### src/rtl/flex_counter_pkg.sv
// Shared types and constants for the flex up/down counter.
package flex_counter_pkg;

  // Behaviour when the count reaches either end of its 1..rollover_val range.
  typedef enum logic {
    MODE_WRAP = 1'b0,
    MODE_SAT  = 1'b1
  } cnt_mode_t;

  // Count direction encodings.
  localparam logic DIR_UP   = 1'b0;
  localparam logic DIR_DOWN = 1'b1;

endpackage : flex_counter_pkg

### src/rtl/flex_updown_counter_if.sv
// Control/status bundle between a controlling FSM (master) and the counter (slave).
interface flex_updown_counter_if #(
  parameter int NUM_CNT_BITS  = 4,
  parameter int WRAP_CNT_BITS = 8
);
  import flex_counter_pkg::*;

  logic                     clear;
  logic                     load;
  logic [NUM_CNT_BITS-1:0]  load_val;
  logic                     count_enable;
  logic                     count_dir;
  cnt_mode_t                mode;
  logic [NUM_CNT_BITS-1:0]  rollover_val;

  logic [NUM_CNT_BITS-1:0]  count_out;
  logic                     rollover_flag;
  logic                     rollunder_flag;
  logic                     wrap_pulse;
  logic [WRAP_CNT_BITS-1:0] wrap_cnt;

  modport master (
    output clear, load, load_val, count_enable, count_dir, mode, rollover_val,
    input  count_out, rollover_flag, rollunder_flag, wrap_pulse, wrap_cnt
  );

  modport slave (
    input  clear, load, load_val, count_enable, count_dir, mode, rollover_val,
    output count_out, rollover_flag, rollunder_flag, wrap_pulse, wrap_cnt
  );

endinterface : flex_updown_counter_if

### src/rtl/flex_updown_counter_sat_event_counter.sv
// Saturating event counter: clears on clr_i, increments on inc_i, sticks at all-ones.
module sat_event_counter #(
  parameter int WIDTH = 8
) (
  input  logic             clk,
  input  logic             n_rst,
  input  logic             clr_i,
  input  logic             inc_i,
  output logic [WIDTH-1:0] cnt_o
);

  logic [WIDTH-1:0] cnt_q;
  logic [WIDTH-1:0] cnt_d;

  // Next value: clear wins, otherwise increment unless already saturated.
  always_comb begin
    // NOTE: default assignment first so every path drives cnt_d and no latch is inferred.
    cnt_d = cnt_q;
    if (clr_i) begin
      cnt_d = '0;
    end else if (inc_i && (cnt_q != '1)) begin
      cnt_d = cnt_q + 1'b1;
    end
  end

  // Event count register.
  always_ff @(posedge clk or negedge n_rst) begin
    if (!n_rst) begin
      cnt_q <= '0;
    end else begin
      // NOTE: non-blocking assignment so all registers sample pre-edge values together.
      cnt_q <= cnt_d;
    end
  end

  assign cnt_o = cnt_q;

endmodule : sat_event_counter

### src/rtl/flex_updown_counter.sv
// Parametrised up/down flex counter with load, programmable terminal value,
// wrap/saturate modes, registered terminal flags and wrap accounting.
module flex_updown_counter
  import flex_counter_pkg::*;
#(
  parameter int NUM_CNT_BITS  = 4,
  parameter int WRAP_CNT_BITS = 8
) (
  input  logic                  clk,
  input  logic                  n_rst,
  flex_updown_counter_if.slave  bus
);

  // One extra bit keeps +1 at all-ones from aliasing back to zero.
  localparam int EXT = NUM_CNT_BITS + 1;

  logic [NUM_CNT_BITS-1:0] count_q;
  logic [NUM_CNT_BITS-1:0] count_d;
  logic                    rollover_q;
  logic                    rollover_d;
  logic                    rollunder_q;
  logic                    rollunder_d;
  logic                    wrap_pulse_q;
  logic                    wrap_pulse_d;

  logic [EXT-1:0]          cnt_ext;
  logic [EXT-1:0]          roll_ext;
  logic [EXT-1:0]          next_ext;
  logic                    roll_nz;
  logic                    wrap_evt;

  assign cnt_ext  = {1'b0, count_q};
  assign roll_ext = {1'b0, bus.rollover_val};
  assign roll_nz  = (bus.rollover_val != '0);

  // Next count and wrap event; priority clear > load > enable > hold.
  always_comb begin
    next_ext = cnt_ext;
    wrap_evt = 1'b0;
    if (bus.clear) begin
      next_ext = '0;
    end else if (bus.load) begin
      next_ext = {1'b0, bus.load_val};
    end else if (bus.count_enable && roll_nz) begin
      if (bus.count_dir == DIR_UP) begin
        if (cnt_ext < roll_ext) begin
          next_ext = cnt_ext + EXT'(1);
        end else if (bus.mode == MODE_WRAP) begin
          next_ext = EXT'(1);
          wrap_evt = 1'b1;
        end
      end else begin
        if (cnt_ext > EXT'(1)) begin
          next_ext = cnt_ext - EXT'(1);
        end else if (bus.mode == MODE_WRAP) begin
          next_ext = roll_ext;
          wrap_evt = 1'b1;
        end
      end
    end
  end

  // Flags look at the next count so they line up with count_out after the edge.
  always_comb begin
    count_d      = next_ext[NUM_CNT_BITS-1:0];
    rollover_d   = roll_nz && (next_ext == roll_ext);
    rollunder_d  = roll_nz && (next_ext == EXT'(1));
    wrap_pulse_d = wrap_evt;
  end

  // Count, flag and pulse registers.
  always_ff @(posedge clk or negedge n_rst) begin
    if (!n_rst) begin
      count_q      <= '0;
      rollover_q   <= 1'b0;
      rollunder_q  <= 1'b0;
      wrap_pulse_q <= 1'b0;
    end else begin
      count_q      <= count_d;
      rollover_q   <= rollover_d;
      rollunder_q  <= rollunder_d;
      wrap_pulse_q <= wrap_pulse_d;
    end
  end

  sat_event_counter #(
    .WIDTH (WRAP_CNT_BITS)
  ) u_wrap_cnt (
    .clk   (clk),
    .n_rst (n_rst),
    .clr_i (bus.clear),
    .inc_i (wrap_evt),
    .cnt_o (bus.wrap_cnt)
  );

  assign bus.count_out      = count_q;
  assign bus.rollover_flag  = rollover_q;
  assign bus.rollunder_flag = rollunder_q;
  assign bus.wrap_pulse     = wrap_pulse_q;

endmodule : flex_updown_counter
### src/flat_wrapper.sv
// flat-port wrapper written by rule: the top's interface ports become plain ports
module flex_updown_counter_flat import flex_counter_pkg::*;
#(
  parameter int NUM_CNT_BITS  = 4,
  parameter int WRAP_CNT_BITS = 8
)
  (clk, n_rst, bus_clear, bus_load, bus_load_val, bus_count_enable, bus_count_dir, bus_mode, bus_rollover_val, bus_count_out, bus_rollover_flag, bus_rollunder_flag, bus_wrap_pulse, bus_wrap_cnt);
  flex_updown_counter_if #(.NUM_CNT_BITS(NUM_CNT_BITS), .WRAP_CNT_BITS(WRAP_CNT_BITS)) bus_i ();
  input  logic clk;
  input  logic n_rst;
  input wire logic [$bits(bus_i.clear)-1:0] bus_clear;
  input wire logic [$bits(bus_i.load)-1:0] bus_load;
  input wire logic [$bits(bus_i.load_val)-1:0] bus_load_val;
  input wire logic [$bits(bus_i.count_enable)-1:0] bus_count_enable;
  input wire logic [$bits(bus_i.count_dir)-1:0] bus_count_dir;
  input wire logic [$bits(bus_i.mode)-1:0] bus_mode;
  input wire logic [$bits(bus_i.rollover_val)-1:0] bus_rollover_val;
  output wire logic [$bits(bus_i.count_out)-1:0] bus_count_out;
  output wire logic [$bits(bus_i.rollover_flag)-1:0] bus_rollover_flag;
  output wire logic [$bits(bus_i.rollunder_flag)-1:0] bus_rollunder_flag;
  output wire logic [$bits(bus_i.wrap_pulse)-1:0] bus_wrap_pulse;
  output wire logic [$bits(bus_i.wrap_cnt)-1:0] bus_wrap_cnt;
  assign bus_i.clear = bus_clear;
  assign bus_i.load = bus_load;
  assign bus_i.load_val = bus_load_val;
  assign bus_i.count_enable = bus_count_enable;
  assign bus_i.count_dir = bus_count_dir;
  assign bus_i.mode = bus_mode;
  assign bus_i.rollover_val = bus_rollover_val;
  assign bus_count_out = bus_i.count_out;
  assign bus_rollover_flag = bus_i.rollover_flag;
  assign bus_rollunder_flag = bus_i.rollunder_flag;
  assign bus_wrap_pulse = bus_i.wrap_pulse;
  assign bus_wrap_cnt = bus_i.wrap_cnt;
  flex_updown_counter #(.NUM_CNT_BITS(NUM_CNT_BITS), .WRAP_CNT_BITS(WRAP_CNT_BITS)) u_core (.clk(clk), .n_rst(n_rst), .bus(bus_i));
endmodule
### config.mk
export PLATFORM = sky130hd
export DESIGN_NAME = flex_updown_counter_flat
export DESIGN_NICKNAME = d
export VERILOG_FILES = /design/src/rtl/flex_counter_pkg.sv /design/src/rtl/flex_updown_counter_if.sv /design/src/rtl/flex_updown_counter_sat_event_counter.sv /design/src/rtl/flex_updown_counter.sv /design/src/flat_wrapper.sv
export SDC_FILE = /design/constraint.sdc
export NUM_CORES = 1
export LEC_CHECK = 0
export BUFFER_PORTS_ARGS = -buffer_cell sky130_fd_sc_hd__buf_2
export CORE_AREA = 2 2 57 59
export CTS_CLUSTER_DIAMETER = 40
export DETAILED_ROUTE_END_ITERATION = 10
export DIE_AREA = 0 0 59 61
export PLACE_DENSITY = 0.76
export SYNTH_ARGS = -nofsm -noshare
export SYNTH_HDL_FRONTEND = slang
export SYNTH_HIERARCHICAL = 1
export SYNTH_SLANG_ARGS = --single-unit
### constraint.sdc
create_clock -name clk -period 3.3 [get_ports clk]
set_input_delay 0.66 -clock clk [delete_from_list [all_inputs] [get_ports clk]]
set_output_delay 0.66 -clock clk [all_outputs]
set_load 0.02 [all_outputs]
Word-level counts from Yosys, hierarchy flattened. Index checks and enable logic that the tools add are counted.

Flip-flop bits (word level): 15. Input bits: 15. Output and inout port bits: 15.

Add/subtract/negate cells: 3. Order comparisons: 2. Eq/ne operators: 3. Muxes and demuxes: 17. Reductions and logical operators: 6.

Operators with widths (count): 5-bit 2-to-1 mux (6); 8-bit 2-to-1 mux (2); 8-bit by 1-bit adder with 8-bit output (second input constant) (1); 4-bit 2-to-1 mux (2); 8-bit != test (second input constant) (1); 1-bit 2-to-1 mux (7); 4-bit by 1-bit adder with 5-bit output (second input constant) (1); 5-bit by 1-bit equality test with 1-bit output (second input constant) (1); 5-bit by 4-bit equality test with 1-bit output (1); 4-bit by 1-bit subtractor with 5-bit output (second input constant) (1); 4-bit by 1-bit > comparator with 1-bit output (second input constant) (1); 1-bit logical AND (4); 4-bit less-than comparator (1); 4-bit nonzero test (1); 2-bit nonzero test (1).

Depth between registers and ports, before layout.
Word-level depth: 9. Gate-level depth with buffers: 11.

Modules after synthesis. Netlist, hierarchy kept.

By module, submodules not included: flex_updown_counter (times used 1, cells each 136, area an instance 1099.8 um^2, sequential area each 175.2 um^2); sat_event_counter (times used 1, cells each 49, area an instance 464.2 um^2, sequential area each 200.2 um^2).

Worst setup path before layout. OpenSTA, ideal clock, no wires.

Path kind: input-to-reg. From: input port bus_rollover_val[3]. To: register u_core.u_wrap_cnt.cnt_q[7], in the netlist u_core/u_wrap_cnt/cnt_o[7]. Library setup time: 0.094 ns. Arrival time: 2.783 ns. Path slack: 0.423 ns. Cell stages on the path: 11. Cell sequence: clkbuf_2 -> inv_1 -> ha_1 -> o211ai_1 -> o21a_2 -> o21ai_0 -> and4_2 -> buf_2 -> nand3_1 -> or3_1 -> a211oi_1.

Cells in the longest elaborated chain, start to end: 8. Elaborated cells on any way between the ends: 10.

RTL lines: start, declared (line flat_wrapper.sv:17) `input wire logic [$bits(bus_i.rollover_val)-1:0] bus_rollover_val;`; 4-bit less-than comparator (line flex_updown_counter.sv:46) `if (cnt_ext < roll_ext) begin`; 1-bit 2-to-1 mux (line flex_updown_counter.sv:46); 1-bit 2-to-1 mux (line flex_updown_counter.sv:45) `if (bus.count_dir == DIR_UP) begin`; 1-bit 2-to-1 mux (*) (line flex_updown_counter.sv:44) `end else if (bus.count_enable && roll_nz) begin`; 1-bit 2-to-1 mux (*) (line flex_updown_counter.sv:42) `end else if (bus.load) begin`; 1-bit 2-to-1 mux (*) (line flex_updown_counter.sv:40) `if (bus.clear) begin`; net u_core.wrap_evt (line flex_updown_counter.sv:30) `logic wrap_evt;`; 1-bit logical AND (*) (line flex_updown_counter_sat_event_counter.sv:21) `end else if (inc_i && (cnt_q != '1)) begin`; 2-bit nonzero test (no source line) (*); end signal, assigned (line flex_updown_counter_sat_event_counter.sv:32) `cnt_q <= cnt_d;`; end, declared (line flex_updown_counter_sat_event_counter.sv:12) `logic [WIDTH-1:0] cnt_q;`.

The timed path passes the listed nets; every way through them passes the cells marked *. A chain may end at the register's enable or synchronous reset.

Worst setup path after layout.
From: input port bus_rollover_val[3]. To: register u_core.rollunder_q, in the netlist u_core/bus.rollunder_flag.

Cells in the longest elaborated chain, start to end: 8. Elaborated cells on any way between the ends: 12.

RTL lines: 4-bit less-than comparator (line flex_updown_counter.sv:46); 5-bit 2-to-1 mux (line flex_updown_counter.sv:46); 5-bit 2-to-1 mux (line flex_updown_counter.sv:45); 5-bit 2-to-1 mux (*) (line flex_updown_counter.sv:44); 5-bit 2-to-1 mux (*) (line flex_updown_counter.sv:42); 5-bit 2-to-1 mux (*) (line flex_updown_counter.sv:40); net u_core.next_ext[0] (line flex_updown_counter.sv:28) `logic [EXT-1:0] next_ext;`; 5-bit by 1-bit equality test with 1-bit output (*) (line flex_updown_counter.sv:67) `rollunder_d = roll_nz && (next_ext == EXT'(1));`; 1-bit logical AND (*) (line flex_updown_counter.sv:67); net u_core.rollunder_d (line flex_updown_counter.sv:22) `logic rollunder_d;`; end signal, assigned (line flex_updown_counter.sv:81) `rollunder_q <= rollunder_d;`; end, declared (line flex_updown_counter.sv:21) `logic rollunder_q;`.

Marked as above.

==> out/metrics.csv <==
stage,metric,value,unit
routing,route.detailed.drc,0,
routing,drt-initial-drc-count,147,
routing,avgRoutedWirePerCell,17.2,µm
routing,wl_met3,319,µm
sta,tightest_slew,0.608,ns
hold_path,hold_class,in -> async,
cells_and_area,num_antenna_cells,0,
pwr,p_leak,0.756,nW
sta,relSlewSlack,0.593,
worst_setup_path,crit_chain,"buf_2, inv_1, ha_1, a21oi_1, o21a_2, nor3_1, a2111oi_2, a2111oi_0, nor2b_1, nor4b_4",
sta,setup-tns-final,0,ns
logic_synthesis,synthCells,185,
logic_synthesis,ys_async_sr_fraction,1.00,
clock_network,path_clk_slew,0.09,ns
sta,fin_crit_sh,0.849,
placed_design,place_congestion,0.971,
clock_network,clockBufferDepth,2,
placed_design,placed_cell_area,1710,µm²
logic_synthesis,yosysUniqueCellTypes,66,
grt,grt.total_usage,0.250,
floorplan,die_h,61,µm
routing,drtPass1Iterations,4,
clock_network,clkLatencyLatePin,0.29,ns
worst_setup_path,crit_path_end_kind,register,
floorplan,start_util,0.530,
floorplan,die_w,59,µm
pwr,ir_drop,0.247,mV
worst_setup_path,r2r_cells,8,
worst_setup_path,r2r-end,u_core/bus.rollunder_flag,
clock_network,cts_tree,yes,
logic_synthesis,ys_ff_latch,15,
grt,grt_pass1_wl,6890,µm
worst_setup_path,worstPathMaxFanout,8,
routing,m1WireLength,1790,µm
routing,ant_nets,0,
placed_design,preCtsSetupSlack,0.237,ns
cells_and_area,fin_util,0.588,
clock_network,cts_inserted_buffers,3,
logic_synthesis,netlist_area,1560,µm²
worst_setup_path,crit_path_start_kind,input port,
worst_setup_path,crit_arrival,2.99,ns
placed_design,dp_hpwl,3160,µm
worst_setup_path,worstSetupPathType,in -> reg,
grt,grt_overflow,0,
cells_and_area,drive_above_1_share,0.273,
sta,final_hold_viol_count,0,
routing,routed_wirelength,4170,µm
clock_network,post_cts_buffers,0,
sta,fmax,0.357,GHz
sta,fin_worst_skew,0.0122,ns
worst_setup_path,cp_slowest_cell,a2111oi_2,
run,cap_violations,0,
worst_setup_path,rr_startpoint,u_core/bus.count_out[3],
cells_and_area,nets,232,
floorplan,coreArea,2950,µm²
logic_synthesis,yosys_most_used_dff,dfrtp_1,
floorplan,ios,30,
floorplan,placementRows,20,
clock_network,cts_resized,0,
clock_network,cts.sinks,15,
logic_synthesis,ys_warn_count,6,
floorplan,design.die.area,3600,µm²
cells_and_area,fin_area,1740,µm²
routing,met2_length,2000,µm
grt,grt_max_degree,23,
grt,grt_antenna_before_repair,0,
clock_network,h-tree-depth,1,
routing,top_layer_used,met4,
outcome,outcome,"complete, no violations",
routing,vias_per_cell,6.61,
pwr,total_power,0.504,mW
placed_design,portBuffers,29,
worst_setup_path,cpPeakStageDelay,0.39,ns
worst_setup_path,required,3.49,ns
clock_network,hold_buffers,0,
worst_setup_path,r2r_slack,0.55,ns
sta,slew_violations,0,
grt,grt_pass1_vias,1453,
logic_synthesis,syn_nets,207,
clock_network,clockRootBuffer,clkbuf_4,
logic_synthesis,synth_edf_count,0,
pwr,powerDensity,290,nW/µm²
sta,rsz0062_at_grt,no,
logic_synthesis,synth_area_per_cell,8.45,µm²
sta,setup_slack,0.499,ns
cells_and_area,area_delta_synth_final,11.0,%
routing,vias,1600,
sta,setup_viol,0,
logic_synthesis,yosysSeqAreaShare,0.240,
sta,min_period,2.80,ns
==> placed cells by master (no fill, tap or decap), types with 3 or more instances in the layout <==
cell type   n
buf_2      29
a21oi_1    15
dfrtp_1    15
nor3_1     13
inv_1      12
nor2_1     12
nand2_1     9
nor2b_1     8
o21ai_0     7
ha_1        7
nand4_1     5
a211oi_1    5
nand3_1     4
clkbuf_4    3
mux2i_1     3
nor4_1      3
nand2b_1    3
==> state kept, by name, indices dropped and copies added (netlist names) <==
register and flops:
u_core/bus.count_out 4, u_core/bus.rollunder_flag 1, u_core/u_wrap_cnt/cnt_o 8, u_core/bus.rollover_flag 1, u_core/bus.wrap_pulse 1
==> worst max path at each step <==
| stage | startpoint | endpoint | slack [ns] | depth (start not counted) |
|---|---|---|---|---|
| 6_report | bus_rollover_val[3] | u_core/bus.rollunder_flag | 0.50 | 10 |
| 5_1_grt | u_core/bus.count_out[3] | u_core/bus.rollunder_flag | 0.27 | 8 |
| 4_1_cts | bus_rollover_val[3] | u_core/bus.rollunder_flag | 0.51 | 10 |
| 3_5_place_dp | bus_rollover_val[3] | u_core/bus.rollunder_flag | 0.24 | 10 |
| 3_3_place_gp | bus_rollover_val[3] | u_core/bus.rollunder_flag | 0.34 | 10 |
| 2_1_floorplan | bus_rollover_val[3] | u_core/u_wrap_cnt/cnt_o[7] | 0.42 | 11 |
==> synthesized netlist by cell type, drive strengths merged (2+ instances only) <==
cell type,count,area [µm²]
a21oi,15,75.1
nor2,12,45.0
inv,12,45.0
mux2i,3,30.0
clkbuf,7,27.5
o21a,2,16.3
o22ai,2,12.5
a2111oi,3,32.5
nor3,13,65.1
and4,3,28.8
o31ai,2,20.0
nor2b,8,50.1
dfrtp,15,375
nand2b,3,18.8
ha,7,87.6
o31a,2,18.8
mux2,2,22.5
o21ai,8,51.3
a21boi,2,15.0
nor4b,4,71.3
buf,3,21.3
nor4,3,18.8
nand4,5,31.3
a21o,2,15.0
nand2,10,40.0
a211oi,5,37.5
nand3,5,30.0
nor3b,2,26.3
and3,2,12.5
==> cells by family (layout without fill, tap and decap cells) <==
family | Yosys count | after routing | share of synthesized area
adder cells (fa/ha/maj) | 7 | 7 | 0.0560
AO/OA/AOI/OAI | 57 | 57 | 0.282
buffers and inverters | 22 | 46 | 0.0600
AND/OR/NAND/NOR | 78 | 78 | 0.322
XOR/XNOR | 1 | 1 | 0.00560
flip-flops | 15 | 15 | 0.240
multiplexers | 5 | 5 | 0.0336
==> power by group <==
| part | leakage (nW) | internal, mW | total, mW | switching [mW] |
|---|---|---|---|---|
| combinational | 0.533 | 0.0789 | 0.197 | 0.118 |
| sequential | 0.205 | 0.190 | 0.204 | 0.0140 |
| clock | 0.0177 | 0.0450 | 0.103 | 0.0576 |
==> layout make-up <==
cell class / count / area (µm²)
Fill cell: 280 / 1220
Multi-Input combinational cell: 148 / 1090
Sequential cell: 15 / 375
Timing Repair Buffer: 30 / 153
Inverter: 12 / 45.0
Tap cell: 33 / 41.3
Clock buffer: 3 / 22.5
Clock inverter: 1 / 5.00
==> metal layers <==
metal,vias up,track usage
met5,-,0
met2,84,0.429
met1,751,0.323
met3,10,0.0576
met4,0,0.0552
li1,755,-
==> metrics by stage <==
stage	std cells	hold slack, ns
5_1_grt	242	0.259
4_1_cts	242	0.263
6_report	242	0.257
2_1_floorplan	185	0.364
3_3_place_gp	238	0.562
3_5_place_dp	238	0.580
==> critical path: cells and delay by family <==
kind | cells | cell delay, ns
buffers and inverters | 2 | 0.30
AOI/OAI and AO/OA | 4 | 1.09
and+or+nand+nor | 3 | 0.60
adders and majority gates | 1 | 0.33
Note: power is estimated with default switching activity, not from simulation.
